`src/rtl/shake_job_arbiter.sv`:
```
// shake_job_arbiter: round-robin, job-granular sharing of one SHAKE core between NUM_REQ requesters.
// Optional watchdog abort enabled by defining SHAKE_ARB_WATCHDOG_EN.
module shake_job_arbiter #(
   parameter int NUM_REQ        = 4,
   parameter int DATA_W         = 64,
   parameter int TIMEOUT_CYCLES = 1024
) (
   input  logic                        clk,
   input  logic                        rst,
   input  logic [NUM_REQ-1:0]          req_valid,
   output logic [NUM_REQ-1:0]          req_grant,
   input  logic [NUM_REQ*DATA_W-1:0]   req_data,
   input  logic [NUM_REQ-1:0]          req_data_valid,
   input  logic [NUM_REQ-1:0]          req_data_last,
   output logic [NUM_REQ-1:0]          req_data_ready,
   output logic                        core_start,
   output logic [DATA_W-1:0]           core_data,
   output logic                        core_data_valid,
   output logic                        core_data_last,
   input  logic                        core_data_ready,
   input  logic [DATA_W-1:0]           core_out_data,
   input  logic                        core_out_valid,
   input  logic                        core_out_last,
   output logic                        core_out_ready,
   output logic [DATA_W-1:0]           rsp_data,
   output logic [NUM_REQ-1:0]          rsp_valid,
   output logic                        rsp_last,
   input  logic [NUM_REQ-1:0]          rsp_ready,
   output logic [$clog2(NUM_REQ)-1:0]  owner_id,
`ifdef SHAKE_ARB_WATCHDOG_EN
   output logic                        core_abort,
   output logic [NUM_REQ-1:0]          timeout_flag,
`endif
   output logic                        busy
);
   localparam int IW = $clog2(NUM_REQ);
   typedef enum logic [1:0] {IDLE, START, ACTIVE} state_t;
   state_t state, state_nx;
   logic [IW-1:0] rr_ptr, rr_nx, owner_nx, win, idx;
   logic [NUM_REQ-1:0] one_hot;
   logic act, job_end, done;
   assign act        = state == ACTIVE;
   assign busy       = state != IDLE;
   assign core_start = state == START;
   assign one_hot    = {{(NUM_REQ-1){1'b0}}, 1'b1} << owner_id;
   assign req_grant  = busy ? one_hot : '0;
   // Data and last pass straight through; only the handshake bits are gated by ownership.
   assign core_data       = req_data[int'(owner_id)*DATA_W +: DATA_W];
   assign core_data_valid = act & req_data_valid[owner_id];
   assign core_data_last  = req_data_last[owner_id];
   assign req_data_ready  = (act & core_data_ready) ? one_hot : '0;
   assign core_out_ready  = act & rsp_ready[owner_id];
   assign rsp_valid       = (act & core_out_valid) ? one_hot : '0;
   assign rsp_data        = core_out_data;
   assign rsp_last        = core_out_last;
   assign job_end         = core_out_valid & core_out_ready & core_out_last;
   // Scan downward so the lowest offset from rr_ptr wins.
   always_comb begin
      win = '0;
      idx = '0;
      for (int i = NUM_REQ - 1; i >= 0; i--) begin
         idx = IW'((int'(rr_ptr) + i) % NUM_REQ);
         if (req_valid[idx]) win = idx;
      end
   end
   always_comb begin
      state_nx = state;
      rr_nx    = rr_ptr;
      owner_nx = owner_id;
      if (state == IDLE && |req_valid) begin
         state_nx = START;
         owner_nx = win;
      end
      if (state == START) state_nx = ACTIVE;
      if (done) begin
         state_nx = IDLE;
         owner_nx = '0;
         rr_nx    = (owner_id == IW'(NUM_REQ - 1)) ? '0 : owner_id + 1'b1;
      end
   end
   always_ff @(posedge clk) begin
      state    <= rst ? IDLE : state_nx;
      rr_ptr   <= rst ? '0 : rr_nx;
      owner_id <= rst ? '0 : owner_nx;
   end
`ifdef SHAKE_ARB_WATCHDOG_EN
   localparam int WW = $clog2(TIMEOUT_CYCLES + 1);
   logic [WW-1:0] wd_cnt;
   logic hs;
   assign hs         = (core_data_valid & core_data_ready) | (core_out_valid & core_out_ready);
   assign core_abort = act & ~hs & (wd_cnt == WW'(TIMEOUT_CYCLES - 1));
   assign done       = job_end | core_abort;
   always_ff @(posedge clk) begin
      wd_cnt       <= (rst || !act || hs) ? '0 : wd_cnt + 1'b1;
      timeout_flag <= rst ? '0 : (core_abort ? timeout_flag | one_hot : timeout_flag);
   end
`else
   assign done = job_end;
`endif
endmodule

```
`config.mk`:
```
export PLATFORM = sky130hd
export DESIGN_NAME = shake_job_arbiter
export DESIGN_NICKNAME = d
export VERILOG_FILES = /design/src/rtl/shake_job_arbiter.sv
export SDC_FILE = /design/constraint.sdc
export NUM_CORES = 1
export LEC_CHECK = 0
export CAP_MARGIN = 20
export CELL_PAD_IN_SITES_DETAIL_PLACEMENT = 0
export CELL_PAD_IN_SITES_GLOBAL_PLACEMENT = 2
export CORE_AREA = 2 2 191 193
export CTS_CLUSTER_SIZE = 30
export DETAILED_ROUTE_END_ITERATION = 7
export DIE_AREA = 0 0 193 195
export DONT_BUFFER_PORTS = 1
export GPL_ROUTABILITY_DRIVEN = 0
export PLACE_DENSITY_LB_ADDON = 0.15
export SLEW_MARGIN = 25
export SYNTH_ARGS = -nofsm -noshare
export SYNTH_HDL_FRONTEND = slang
export SYNTH_SLANG_ARGS = --single-unit
```
`constraint.sdc`:
```
create_clock -name clk -period 2 [get_ports clk]
set_input_delay 0.1 -clock clk [delete_from_list [all_inputs] [get_ports clk]]
set_output_delay 0.1 -clock clk [all_outputs]
set_load 0.02 [all_outputs]
```
==> flow_summary.json <==
{
  "path_class": "reg -> out",
  "endpoint": "core_data[11]",
  "tritoncts": "built",
  "synth_nets": 551,
  "fmax_ghz": 0.543,
  "slowest_delay_ns": 0.68,
  "drc": 0,
  "finalMaxSlewViolations": 0,
  "htree_levels": 1,
  "r2r_cells": 4,
  "path_max_fanout": 36,
  "ff2ff_setup_slack_ns": 0.43,
  "antenna_found_initial": 6,
  "crit_slowest_cell": "mux4_2",
  "synth_area_per_cell_um2": 12.3,
  "initialDrtViolationCount": 74,
  "required_ns": 1.90,
  "die_h_um": 195,
  "crit_path_start": "owner_id[0]",
  "setup_tns_ns": 0,
  "tightest_slew_ns": 0.765,
  "crit_buf_inv": 1,
  "initial_core_util_pct": 7.15,
  "regToRegEndpoint": "rr_ptr[0]",
  "final-hold-violation-count": 0,
  "setup_viol": 0,
  "diodes": 0,
  "wl_per_cell_um": 22.7,
  "clk_latency_ns": 0.22,
  "synth_cells": 206,
  "outcome": "finished clean",
  "rsz0062_at_grt": "false",
  "ys_seq_elements": 6,
  "clockRootBuffer": "clkbuf_16",
  "crit_path_cell_trace": "buf_12 -> mux4_2",
  "hpwl_mm": 12.5,
  "ys_types": 22,
  "setup_slack_ns": 0.159,
  "drive_above_1_share_pct": 60.0,
  "p_leak_uw": 0.000655,
  "clk_path_buf_depth": 2,
  "wl_mm": 13.5,
  "rows": 69,
  "syn_area_um2": 2530,
  "cp.depth": 2,
  "port-buffer-count": 0,
  "ir_drop_v": 0.000150,
  "arrival_ns": 1.74,
  "nNetsFinal": 482,
  "hp-class": "in -> reg",
  "yosysWarnings": 0,
  "grt_pass1_wl_mm": 16.8,
  "clk_pin_slew_ns": 0.03,
  "gr-usage-all-layers_pct": 6.37,
  "end_kind": "output pin",
  "dpl_worst_slack_ns": 0.373,
  "clock-sinks": 6,
  "grt_max_degree": 37,
  "finalClockSkew_ns": 0.0000879,
  "overflow": 0,
  "die_area_um2": 37600,
  "crit_path_start_kind": "register",
  "grt_pass1_vias": 2159,
  "r2r_start": "owner_id[1]",
  "first_pass_iters": 4,
  "ant_nets": 0,
  "cts_buffers": 3,
  "maxCapViolCount": 0,
  "cts-resized-gates": 0,
  "core_area_um2": 35400,
  "relSlewSlack_pct": 48.3,
  "die-width_um": 193,
  "fin_crit_sh_pct": 92.0,
  "powerDensity_nw_per_um2": 473,
  "yosysSeqAreaShare_pct": 4.75,
  "area_delta_synth_final_pct": 7.86,
  "min_from": "rst",
  "routed-via-count": 1797,
  "final.min_clock_period_ns": 1.84,
  "io-pin-count": 489,
  "fill_cells": 4078,
  "crit_family": "multiplexers",
  "routed_via_density": 3.02
}
[state kept, by name (all words and copies together), names as in the netlist]
signal,count
state,2
rr_ptr,2
owner_id,2
[synthesized netlist by cell type, drive strengths merged]
cell type | n | area share [%]
o21a | 1 | 0.30
or3 | 1 | 0.25
buf | 76 | 22
ha | 4 | 2.0
o221ai | 1 | 0.35
a21oi | 7 | 1.4
and3 | 8 | 2.0
dfxtp | 6 | 4.7
mux2i | 2 | 0.79
nor2 | 5 | 1.0
nand2 | 5 | 0.74
nand4 | 1 | 0.49
mux4 | 67 | 60
and2 | 2 | 0.49
inv | 4 | 0.59
clkbuf | 6 | 0.89
nor2b | 6 | 1.5
o41ai | 1 | 0.35
nand2b | 2 | 0.49
or4 | 1 | 0.30
[area by class of cell]
cell class | instances | area (um2) | area share, %
repair buffers | 8 | 113 | 4.12
inverters | 4 | 15.0 | 0.550
multi-input cells | 114 | 1820 | 66.8
flip-flops and latches | 6 | 128 | 4.67
well taps | 461 | 577 | 21.1
clock buffers | 3 | 75.1 | 2.75
[power breakdown]
part	leakage [uW]	internal, uW	switching (uW)
sequential	0.0000506	130	30.9
clock	0.0000370	256	63.0
combinational	0.000567	322	490
[what timing repair did]
| action | in CTS | in global routing |
|---|---|---|
| hold buffers | 1 | 0 |
| buffers inserted | 0 | 0 |
| hold endpoints to repair | 2 | 0 |
[through the flow]
step	power [uW]	util [%]	hold slack [ns]	cell area, um2	cells
finish	1290	7.71	0.124	2730	596
global placement	994	7.47	0.173	2650	592
global route	1370	7.71	0.146	2730	596
floorplan	1030	-	0.169	2530	206
detailed placement	990	7.47	0.176	2650	592
CTS	1320	7.71	0.126	2730	596
[cell families after synthesis]
logic type / Yosys count / share of synthesized area [%]
adder cells (fa/ha/maj): 4 / 1.98
AO/OA/AOI/OAI: 10 / 2.37
buffers and inverters: 86 / 23.2
flip-flops: 6 / 4.75
multiplexers: 69 / 60.4
AND/OR/NAND/NOR: 31 / 7.27
[how the worst min path moves through the flow]
stage                     slack (ns)  cells after the start           to
after global routing            0.15                      2     state[1]
after detailed placement        0.18                      1    rr_ptr[1]
after global placement          0.17                      1    rr_ptr[0]
final                           0.12                      2  owner_id[1]
after CTS                       0.13                      2  owner_id[1]
after floorplan                 0.17                      1    rr_ptr[0]
[placed cells by master, fill, tap and decap left out]
master,Yosys,routed
a21oi_1,7,7
and2_1,2,2
and3_1,8,8
buf_12,0,4
buf_4,68,3
clkbuf_16,0,3
dfxtp_1,6,4
dfxtp_4,0,2
dlygate4sd3_1,0,1
ha_1,4,4
inv_1,4,4
mux2i_1,2,2
mux4_2,67,67
nand2_1,5,5
nand2b_1,2,2
nand4_2,1,1
nor2_1,4,4
nor2_4,1,1
nor2b_1,6,6
o21a_1,1,1
o221ai_1,1,1
o41ai_1,1,1
or3_1,1,1
or4_1,1,1
[metal layers]
metal  vias to the layer above  wire length, um  track usage [%]
met2                       257             6530             10.6
met4                        12              439             2.30
met1                       859             4120             6.35
li1                        621                -                -
met5                         -               80                0
met3                        48             2360             4.15
Note: power is estimated with default switching activity, not from simulation.
